<file path="config.mk">
export PLATFORM = sky130hd
export DESIGN_NAME = alu_operand_fetch_flat
export DESIGN_NICKNAME = d
export VERILOG_FILES = /design/src/rtl/alu_operand_fetch_if.sv /design/src/rtl/alu_operand_fetch.sv /design/src/flat_wrapper.sv
export SDC_FILE = /design/constraint.sdc
export NUM_CORES = 1
export LEC_CHECK = 0
export BUFFER_PORTS_ARGS = -buffer_cell sky130_fd_sc_hd__buf_2
export CELL_PAD_IN_SITES_DETAIL_PLACEMENT = 0
export CELL_PAD_IN_SITES_GLOBAL_PLACEMENT = 1
export CORE_MARGIN = 2
export CORE_UTILIZATION = 25
export DETAILED_ROUTE_END_ITERATION = 8
export PLACE_DENSITY_LB_ADDON = 0.1
export SLEW_MARGIN = 20
export SYNTH_ARGS = -nofsm -noshare
export SYNTH_HDL_FRONTEND = slang
export SYNTH_SLANG_ARGS = --single-unit
export TNS_END_PERCENT = 1
</file>
<file path="constraint.sdc">
create_clock -name clk -period 2.3 [get_ports clk]
set_input_delay 0.115 -clock clk [delete_from_list [all_inputs] [get_ports clk]]
set_output_delay 0.115 -clock clk [all_outputs]
set_load 0.03 [all_outputs]
</file>
<file path="src/rtl/alu_operand_fetch_if.sv">
// Bundle of the operand-fetch stage signals: instruction handshake, register-file read port,
// flags, writeback snoop and the issued ALU operand bundle.
interface alu_operand_fetch_if #(
   parameter int unsigned DATA_W = 16,
   parameter int unsigned REG_AW = 3
);
   logic [15:0]       instr;
   logic              instr_valid;
   logic              instr_ready;
   logic [REG_AW-1:0] rf_addr_a;
   logic [REG_AW-1:0] rf_addr_b;
   logic [DATA_W-1:0] rf_data_a;
   logic [DATA_W-1:0] rf_data_b;
   logic              carry_flag;
   logic              zero_flag;
   logic              wb_en;
   logic [REG_AW-1:0] wb_addr;
   logic [DATA_W-1:0] wb_data;
   logic [DATA_W-1:0] alu_a;
   logic [DATA_W-1:0] alu_b;
   logic [1:0]        alu_op_sel;
   logic              alu_aorb;
   logic [REG_AW-1:0] out_dest;
   logic              out_dest_we;
   logic [3:0]        out_opcode;
   logic              out_valid;
   logic              out_ready;
   logic              out_skip;
   logic              out_illegal;

   // Environment side: supplies instructions, register data, flags and downstream ready.
   modport master (
      output instr, instr_valid, rf_data_a, rf_data_b, carry_flag, zero_flag,
             wb_en, wb_addr, wb_data, out_ready,
      input  instr_ready, rf_addr_a, rf_addr_b, alu_a, alu_b, alu_op_sel, alu_aorb,
             out_dest, out_dest_we, out_opcode, out_valid, out_skip, out_illegal
   );

   // Stage side.
   modport slave (
      input  instr, instr_valid, rf_data_a, rf_data_b, carry_flag, zero_flag,
             wb_en, wb_addr, wb_data, out_ready,
      output instr_ready, rf_addr_a, rf_addr_b, alu_a, alu_b, alu_op_sel, alu_aorb,
             out_dest, out_dest_we, out_opcode, out_valid, out_skip, out_illegal
   );
endinterface

</file>
<file path="src/rtl/alu_operand_fetch.sv">
// Operand fetch for the 16-bit IITB-RISC ALU: IDLE -> ADDR -> CAP -> ISSUE, one instruction in flight.
// Optional macro FORWARD_EN bypasses a matching writeback into the operands during CAP.
module alu_operand_fetch #(
   parameter int unsigned DATA_W = 16,
   parameter int unsigned REG_AW = 3
) (
   input logic                clk,
   input logic                rst,
   alu_operand_fetch_if.slave bus
);

   localparam logic [3:0] OpAdd = 4'b0000;
   localparam logic [3:0] OpAdi = 4'b0001;
   localparam logic [3:0] OpNdu = 4'b0010;
   localparam logic [3:0] OpLhi = 4'b0011;
   localparam logic [3:0] OpLw  = 4'b0100;
   localparam logic [3:0] OpSw  = 4'b0101;
   localparam logic [3:0] OpBeq = 4'b1100;

   typedef enum logic [1:0] {StIdle, StAddr, StCap, StIssue} state_e;

   state_e            state_q, state_d;
   logic [15:0]       instr_q, instr_d;
   logic [REG_AW-1:0] addr_a_q, addr_a_d, addr_b_q, addr_b_d;
   logic [DATA_W-1:0] a_q, a_d, b_q, b_d;
   logic [1:0]        op_q, op_d;
   logic              aorb_q, aorb_d;
   logic [REG_AW-1:0] dest_q, dest_d;
   logic              we_q, we_d;
   logic [3:0]        opc_q, opc_d;
   logic              skip_p, illegal_p;

   logic [3:0]        opcode;
   logic [1:0]        cz;
   logic [DATA_W-1:0] sext6, lhi_val, src_a, src_b;
   logic              illegal, cond_ok;
   logic [DATA_W-1:0] bnd_a, bnd_b;
   logic [1:0]        bnd_op;
   logic              bnd_aorb, bnd_we;
   logic [REG_AW-1:0] bnd_dest;

   assign opcode  = instr_q[15:12];
   assign cz      = instr_q[1:0];
   assign sext6   = {{(DATA_W-6){instr_q[5]}}, instr_q[5:0]};
   assign lhi_val = {instr_q[8:0], {(DATA_W-9){1'b0}}};

`ifdef FORWARD_EN
   // A writeback landing in the CAP cycle is newer than what the register file returned.
   assign src_a = (bus.wb_en && bus.wb_addr == addr_a_q) ? bus.wb_data : bus.rf_data_a;
   assign src_b = (bus.wb_en && bus.wb_addr == addr_b_q) ? bus.wb_data : bus.rf_data_b;
`else
   logic unused_wb;
   assign unused_wb = ^{bus.wb_en, bus.wb_addr, bus.wb_data};
   assign src_a     = bus.rf_data_a;
   assign src_b     = bus.rf_data_b;
`endif

   always_comb begin
      illegal = 1'b0;
      case (opcode)
         OpAdd, OpNdu:                    illegal = (cz == 2'b11);
         OpAdi, OpLhi, OpLw, OpSw, OpBeq: illegal = 1'b0;
         default:                         illegal = 1'b1;
      endcase
   end

   // Conditional forms only exist on the register-register arithmetic/logic opcodes.
   always_comb begin
      cond_ok = 1'b1;
      if (opcode == OpAdd || opcode == OpNdu) begin
         if (cz == 2'b10) begin
            cond_ok = bus.carry_flag;
         end else if (cz == 2'b01) begin
            cond_ok = bus.zero_flag;
         end
      end
   end

   always_comb begin
      bnd_a    = src_a;
      bnd_b    = src_b;
      bnd_op   = 2'b00;
      bnd_aorb = 1'b0;
      bnd_dest = instr_q[5:3];
      bnd_we   = 1'b1;
      case (opcode)
         OpAdd: ;
         OpNdu: bnd_op = 2'b10;
         OpAdi: begin
            bnd_b    = sext6;
            bnd_dest = instr_q[8:6];
         end
         OpLhi: begin
            bnd_a    = lhi_val;
            bnd_b    = '0;
            bnd_op   = 2'b11;
            bnd_aorb = 1'b1;
            bnd_dest = instr_q[11:9];
         end
         OpLw: begin
            bnd_a    = sext6;
            bnd_dest = instr_q[11:9];
         end
         OpSw: begin
            bnd_a    = sext6;
            bnd_dest = instr_q[11:9];
            bnd_we   = 1'b0;
         end
         OpBeq: begin
            bnd_op   = 2'b01;
            bnd_dest = '0;
            bnd_we   = 1'b0;
         end
         default: bnd_we = 1'b0;
      endcase
   end

   always_comb begin
      state_d   = state_q;
      instr_d   = instr_q;
      addr_a_d  = addr_a_q;
      addr_b_d  = addr_b_q;
      a_d       = a_q;
      b_d       = b_q;
      op_d      = op_q;
      aorb_d    = aorb_q;
      dest_d    = dest_q;
      we_d      = we_q;
      opc_d     = opc_q;
      skip_p    = 1'b0;
      illegal_p = 1'b0;
      unique case (state_q)
         StIdle: begin
            if (bus.instr_valid) begin
               instr_d  = bus.instr;
               addr_a_d = bus.instr[11:9];
               addr_b_d = bus.instr[8:6];
               state_d  = StAddr;
            end
         end
         StAddr: begin
            if (illegal) begin
               illegal_p = 1'b1;
               state_d   = StIdle;
            end else begin
               state_d = StCap;
            end
         end
         StCap: begin
            if (!cond_ok) begin
               skip_p  = 1'b1;
               state_d = StIdle;
            end else begin
               a_d     = bnd_a;
               b_d     = bnd_b;
               op_d    = bnd_op;
               aorb_d  = bnd_aorb;
               dest_d  = bnd_dest;
               we_d    = bnd_we;
               opc_d   = opcode;
               state_d = StIssue;
            end
         end
         StIssue: begin
            if (bus.out_ready) begin
               state_d = StIdle;
            end
         end
         default: state_d = StIdle;
      endcase
   end

   always_ff @(posedge clk) begin
      if (rst) begin
         state_q  <= StIdle;
         instr_q  <= '0;
         addr_a_q <= '0;
         addr_b_q <= '0;
         a_q      <= '0;
         b_q      <= '0;
         op_q     <= '0;
         aorb_q   <= 1'b0;
         dest_q   <= '0;
         we_q     <= 1'b0;
         opc_q    <= '0;
      end else begin
         state_q  <= state_d;
         instr_q  <= instr_d;
         addr_a_q <= addr_a_d;
         addr_b_q <= addr_b_d;
         a_q      <= a_d;
         b_q      <= b_d;
         op_q     <= op_d;
         aorb_q   <= aorb_d;
         dest_q   <= dest_d;
         we_q     <= we_d;
         opc_q    <= opc_d;
      end
   end

   // Outputs are forced low while rst is held, before the reset edge has cleared the state.
   always_comb begin
      bus.instr_ready = 1'b0;
      bus.rf_addr_a   = '0;
      bus.rf_addr_b   = '0;
      bus.alu_a       = '0;
      bus.alu_b       = '0;
      bus.alu_op_sel  = '0;
      bus.alu_aorb    = 1'b0;
      bus.out_dest    = '0;
      bus.out_dest_we = 1'b0;
      bus.out_opcode  = '0;
      bus.out_valid   = 1'b0;
      bus.out_skip    = 1'b0;
      bus.out_illegal = 1'b0;
      if (!rst) begin
         bus.instr_ready = (state_q == StIdle);
         bus.rf_addr_a   = addr_a_q;
         bus.rf_addr_b   = addr_b_q;
         bus.alu_a       = a_q;
         bus.alu_b       = b_q;
         bus.alu_op_sel  = op_q;
         bus.alu_aorb    = aorb_q;
         bus.out_dest    = dest_q;
         bus.out_dest_we = we_q;
         bus.out_opcode  = opc_q;
         bus.out_valid   = (state_q == StIssue);
         bus.out_skip    = skip_p;
         bus.out_illegal = illegal_p;
      end
   end

endmodule

</file>
<file path="src/flat_wrapper.sv">
// flat-port wrapper written by rule: the top's interface ports become plain ports
module alu_operand_fetch_flat 
#(
   parameter int unsigned DATA_W = 16,
   parameter int unsigned REG_AW = 3
)
  (clk, rst, bus_instr, bus_instr_valid, bus_rf_data_a, bus_rf_data_b, bus_carry_flag, bus_zero_flag, bus_wb_en, bus_wb_addr, bus_wb_data, bus_out_ready, bus_instr_ready, bus_rf_addr_a, bus_rf_addr_b, bus_alu_a, bus_alu_b, bus_alu_op_sel, bus_alu_aorb, bus_out_dest, bus_out_dest_we, bus_out_opcode, bus_out_valid, bus_out_skip, bus_out_illegal);
  alu_operand_fetch_if #(.DATA_W(DATA_W), .REG_AW(REG_AW)) bus_i ();
  input logic clk;
  input logic rst;
  input wire logic [$bits(bus_i.instr)-1:0] bus_instr;
  input wire logic [$bits(bus_i.instr_valid)-1:0] bus_instr_valid;
  input wire logic [$bits(bus_i.rf_data_a)-1:0] bus_rf_data_a;
  input wire logic [$bits(bus_i.rf_data_b)-1:0] bus_rf_data_b;
  input wire logic [$bits(bus_i.carry_flag)-1:0] bus_carry_flag;
  input wire logic [$bits(bus_i.zero_flag)-1:0] bus_zero_flag;
  input wire logic [$bits(bus_i.wb_en)-1:0] bus_wb_en;
  input wire logic [$bits(bus_i.wb_addr)-1:0] bus_wb_addr;
  input wire logic [$bits(bus_i.wb_data)-1:0] bus_wb_data;
  input wire logic [$bits(bus_i.out_ready)-1:0] bus_out_ready;
  output wire logic [$bits(bus_i.instr_ready)-1:0] bus_instr_ready;
  output wire logic [$bits(bus_i.rf_addr_a)-1:0] bus_rf_addr_a;
  output wire logic [$bits(bus_i.rf_addr_b)-1:0] bus_rf_addr_b;
  output wire logic [$bits(bus_i.alu_a)-1:0] bus_alu_a;
  output wire logic [$bits(bus_i.alu_b)-1:0] bus_alu_b;
  output wire logic [$bits(bus_i.alu_op_sel)-1:0] bus_alu_op_sel;
  output wire logic [$bits(bus_i.alu_aorb)-1:0] bus_alu_aorb;
  output wire logic [$bits(bus_i.out_dest)-1:0] bus_out_dest;
  output wire logic [$bits(bus_i.out_dest_we)-1:0] bus_out_dest_we;
  output wire logic [$bits(bus_i.out_opcode)-1:0] bus_out_opcode;
  output wire logic [$bits(bus_i.out_valid)-1:0] bus_out_valid;
  output wire logic [$bits(bus_i.out_skip)-1:0] bus_out_skip;
  output wire logic [$bits(bus_i.out_illegal)-1:0] bus_out_illegal;
  assign bus_i.instr = bus_instr;
  assign bus_i.instr_valid = bus_instr_valid;
  assign bus_i.rf_data_a = bus_rf_data_a;
  assign bus_i.rf_data_b = bus_rf_data_b;
  assign bus_i.carry_flag = bus_carry_flag;
  assign bus_i.zero_flag = bus_zero_flag;
  assign bus_i.wb_en = bus_wb_en;
  assign bus_i.wb_addr = bus_wb_addr;
  assign bus_i.wb_data = bus_wb_data;
  assign bus_i.out_ready = bus_out_ready;
  assign bus_instr_ready = bus_i.instr_ready;
  assign bus_rf_addr_a = bus_i.rf_addr_a;
  assign bus_rf_addr_b = bus_i.rf_addr_b;
  assign bus_alu_a = bus_i.alu_a;
  assign bus_alu_b = bus_i.alu_b;
  assign bus_alu_op_sel = bus_i.alu_op_sel;
  assign bus_alu_aorb = bus_i.alu_aorb;
  assign bus_out_dest = bus_i.out_dest;
  assign bus_out_dest_we = bus_i.out_dest_we;
  assign bus_out_opcode = bus_i.out_opcode;
  assign bus_out_valid = bus_i.out_valid;
  assign bus_out_skip = bus_i.out_skip;
  assign bus_out_illegal = bus_i.out_illegal;
  alu_operand_fetch #(.DATA_W(DATA_W), .REG_AW(REG_AW)) u_core (.clk(clk), .rst(rst), .bus(bus_i));
endmodule
</file>
Yosys cells after proc, flatten, opt, wreduce, memory -nomap -nowiden
Cells that the tools add are included.
- register bits: 67
- output and inout bits: 53
- bits of input ports: 74
- logic and storage cells: 68
- reductions and logical operators: 11
- equal/unequal tests: 14
- mux-type cells: 32
- operators by type and width (operator ; count):
    $pmux 16 s2 ; 2
    $mux 16 ; 2
    $mux 1 ; 15
    $mux 2 ; 5
    $reduce_or 5->1 ; 2
    $mux 3 ; 3
    $pmux 3 s3 ; 1
    $eq 2x2->1 const B ; 4
    $eq 4x2->1 const B ; 2
    $eq 4x3->1 const B ; 2
    $pmux 2 s4 ; 1
    $pmux 2 s3 ; 1
    $reduce_and 2->1 ; 3
    $eq 2x1->1 const B ; 2
    $eq 4x1->1 const B ; 1
    $eq 4x4->1 const B ; 1
    $logic_not 4->1 ; 1
    $mux 4 ; 1
    $ne 2x2->1 const B ; 2
    $reduce_or 2->1 ; 2
    $reduce_or 3->1 ; 1
    $logic_not 2->1 ; 1
    $pmux 1 s2 ; 1
    $logic_or 1x1->1 ; 1

Logic depth before layout (Yosys ltp)
- word-level depth: 7
- mapped depth: 7
- mapped depth without buffers: 4

Worst setup path after synthesis
Ideal clock, no wire load.
- kind: flip-flop to output port
- from: register u_core.instr_q[14]
- to: output port bus_out_illegal
- data arrival time: 1.947 ns
- stages on the path, launching flop included: 5
- required time: 2.185 ns
- path slack: 0.238 ns
- buffers on the path: 1
- path through: dfxtp_1 clkbuf_1 a22o_1 o21ai_0 nor4b_1
- longest elaborated chain between the ends: 6
- elaborated cells on any way between the ends: 13
- classes of those cells: eq/ne (6); mux (4); reduce/logical (3)
- ends and longest elaborated chain (item ; RTL line ; RTL):
    start: declaration ; alu_operand_fetch.sv:23 ; logic [15:0] instr_q, instr_d;
    start signal: assignment ; alu_operand_fetch.sv:188 ; instr_q <= instr_d;
    $eq 4x1->1 (tied with other cells) ; alu_operand_fetch.sv:60 ; case (opcode)
    $reduce_or 5->1 or $reduce_or 2->1 (tied branches) ; alu_operand_fetch.sv:60 ;
    $pmux 1 s2 (*) ; alu_operand_fetch.sv:60 ;
    $mux 1 (*) ; alu_operand_fetch.sv:142 ; if (illegal) begin
    $mux 1 (*) ; alu_operand_fetch.sv:132 ; unique case (state_q)
    $mux 1 (*) ; alu_operand_fetch.sv:216 ; if (!rst) begin
    end: declaration ; flat_wrapper.sv:33 ; output wire logic [$bits(bus_i.out_illegal)-1:0] bus_out_illegal;
Mark *: on every way between the ends. The rest lies on a longest branch, timed or not.

Worst setup path after layout
- from: register u_core.instr_q[0]
- to: output port bus_out_skip
- longest elaborated chain between the ends: 7
- elaborated cells on any way between the ends: 8
- classes of those cells: eq/ne (2); mux (6)
- ends and longest elaborated chain (item ; RTL line ; RTL):
    $eq 2x1->1 ; alu_operand_fetch.sv:73 ; end else if (cz == 2'b01) begin
    $mux 1 ; alu_operand_fetch.sv:73 ;
    $mux 1 (*) ; alu_operand_fetch.sv:71 ; if (cz == 2'b10) begin
    $mux 1 (*) ; alu_operand_fetch.sv:70 ; if (opcode == OpAdd || opcode == OpNdu) begin
    $mux 1 (*) ; alu_operand_fetch.sv:150 ; if (!cond_ok) begin
    $mux 1 (*) ; alu_operand_fetch.sv:132 ;
    $mux 1 (*) ; alu_operand_fetch.sv:216 ;
    end: declaration ; flat_wrapper.sv:32 ; output wire logic [$bits(bus_i.out_skip)-1:0] bus_out_skip;
Marked as above.

==> reports/qor.csv <==
metric;value;unit
Post-CTS Resized;0;
post-DP HPWL;7.44;mm
max_cap viols;0;
floorplan row count;41;
diode count;0;
Synth Register Bits;61;
Cell Area, Synth;0.00321;mm^2
DR pass1 iterations;4;
# clock sinks;61;
slowest cell on the critical path;a2111o_1;
Slew Viols, Final;0;
Post-synth EDFFs;0;
cts hold-fix bufs;0;
reg2reg setup slack;250;ps
Worst R2R Start;u_core.instr_q[0];
Core ar.;0.0126;mm^2
P_int;2.31;mW
nets@finish;556;
post-synth net total;465;
P_leak;1.72;nW
initial core utilization;0.255;
hold_sp;bus_instr[11];
Setup crit start kind;register;
htree depth;3;
CP Max Fanout;24;
antenna violations before repair;0;
worst vdd ir;0.254;mV
WL/cell;15.9;um
Clk Latency, worst-skew pair;320;ps
Worst Skew;6.42;ps
first-pass GRT wire length;17.0;mm
Final min period;2150;ps
via count;3058;
Layout area overhead;30.1;%
layout filler cell count;1375;
root buf cell;clkbuf_16;
CP peak stage delay;460;ps
Pwr Total;3.36;mW
Crit Path Class;reg2out;
YS warnings;0;
total negative setup slack;0;ps
Final GP Congestion;0.735;
1st-iter DRT viols;116;
Netlist cell types;46;
async set or reset register ratio after synthesis;0;
GRT overflow;0;
DRT antenna net count;0;
Max-slew headroom;0.280;
dominant cell type by area after synthesis;dfxtp_1;
Num CTS Buffers;9;
GRT Total Usage;0.154;
Critical path origin;u_core.instr_q[0];
Die Width;117;um
Sw Ratio;0.314;
DP Worst Slack;205;ps
Power Density;806;mW/mm^2
RSZ-0062 raised after global routing;false;
vias per inst;4.65;
Clk pwr share;0.374;
sequential fraction of the synthesis area;0.381;
Routed WL;10.5;mm
status;complete, no violations;
post-CTS setup buffers;0;
layout cells sized above 1;0.325;
fmax;0.464;GHz
CP Data Required Time;2180;ps
Worst-path clk slew;50;ps
vias in the first global route;3159;
count of input and output buffers;106;
Slew @ Worst Pin;1070;ps
worst setup margin;146;ps
die area;0.0138;mm^2
Seq pwr share;0.376;
DRC violations left;0;
Final setup viols;0;
Post-synth top cells;dfxtp_1, nand2_1, a21oi_1;
critical path endpoint category;output port;
data arrival time of the worst path;2040;ps
die boundary height;117;um
Post-Syn Instances;391;
Synth Area per Inst;8.21;um^2
synth top area cells;dfxtp_1, nor2b_1, a21oi_1, nand2_1, a211oi_2;
Tcrit/Tclk final;0.936;
Psw;1.06;mW
worst hold path type;in2reg;
# IOs;127;
Top FF cell, synth;dfxtp_1;
CTS tree;built;
Yosys top cell area share;0.381;
Comb pwr share;0.250;
clock tree buffer depth;2;
largest net degree at the start of global routing;58;
most common cell in the netlist;dfxtp_1;
CP Cell Sequence;a2111o_1 -> a21o_2 -> nor3_1 -> buf_2;
Final Hold Fails;0;
## cells by family (layout without fill, tap and decap cells)
group           count (synthesis)  count (layout)  share of synthesized area
compound gates                123             123                      0.280
buf+inv                        42             137                     0.0643
flops                          61              61                      0.381
mux                             4               4                     0.0125
simple gates                  161             161                      0.263
## area by class of cell
class / count / area, um^2 / share of cell area
repair buffers: 117 / 653 / 0.156
clock buffers: 14 / 274 / 0.0656
flip-flops and latches: 61 / 1220 / 0.292
clock inverters: 1 / 5.00 / 0.00120
inverters: 5 / 18.8 / 0.00449
multi-input cells: 288 / 1790 / 0.428
well taps: 172 / 215 / 0.0515
## routing by layer
| metal | part of all wire | wire, um | global-route usage |
|---|---|---|---|
| met4 | 0.015 | 153 | 0.0497 |
| met2 | 0.47 | 4920 | 0.253 |
| met1 | 0.47 | 4970 | 0.200 |
| met5 | 0 | 0 | 0 |
| met3 | 0.041 | 433 | 0.0370 |
## per-stage QoR
stage / hold WS, ps / utilization / area, um^2 / std cells
2_1_floorplan: 251 / - / 3210 / 391
5_1_grt: 13.6 / 0.332 / 4180 / 658
3_5_place_dp: 362 / 0.310 / 3900 / 643
4_1_cts: 18.7 / 0.332 / 4180 / 658
6_report: 26.8 / 0.332 / 4180 / 658
3_3_place_gp: 359 / 0.310 / 3900 / 643
## cell usage in the layout (no fill, tap or decap), types with 2 or more instances in the layout
cell type / Yosys / routed
a21oi_1: 59 / 59
a211oi_2: 17 / 17
inv_1: 5 / 5
a211oi_1: 5 / 5
nor2_1: 8 / 8
dfxtp_1: 61 / 61
buf_4: 0 / 9
a311oi_1: 9 / 9
o22a_1: 2 / 2
clkbuf_8: 0 / 3
nand3b_1: 2 / 2
nor2_2: 2 / 2
buf_2: 9 / 105
nand2_1: 60 / 60
a2bb2oi_1: 4 / 4
nor3b_1: 5 / 5
a311oi_2: 2 / 2
nor2b_1: 50 / 49
nand4_1: 2 / 2
clkbuf_16: 0 / 9
clkbuf_1: 19 / 2
mux2i_1: 4 / 4
nand3_1: 13 / 13
buf_12: 0 / 3
o21ai_0: 9 / 9
o32ai_1: 2 / 2
nor3_1: 4 / 4
o2bb2ai_1: 3 / 3
a21o_1: 2 / 2
o221ai_1: 3 / 3
nand2b_1: 4 / 4
## critical path: cells and delay by family (launching register included)
family | cells | cell delay, ps
compound gates | 2 | 860
buf+inv | 1 | 230
flops | 1 | 390
simple gates | 1 | 230
## sequential cells by signal, indices dropped and copies added, names as in the netlist
name / cells
u_core.addr_b_q: 2
u_core.dest_q: 3
u_core.we_q: 1
u_core.state_q: 2
u_core.instr_q: 12
u_core.opc_q: 4
u_core.aorb_q: 1
u_core.b_q: 16
u_core.addr_a_q: 2
u_core.op_q: 2
u_core.a_q: 16
## final timing paths
kind,to,cells after the start
worst min-delay path,u_core.instr_q[11],3
worst max-delay path,bus_out_skip,4
worst max register to register,u_core.b_q[8],4
worst min register to register,u_core.op_q[1],2
## power by group through the flow
stage | clock network (mW) | logic [mW] | registers (mW)
2_1_floorplan | 0 | 0.634 | 1.25
3_3_place_gp | 0 | 0.843 | 1.29
3_5_place_dp | 0 | 0.852 | 1.29
4_1_cts | 1.30 | 0.854 | 1.26
5_1_grt | 1.34 | 0.928 | 1.28
6_report | 1.26 | 0.841 | 1.26
Power figures use the tool's default switching activity.
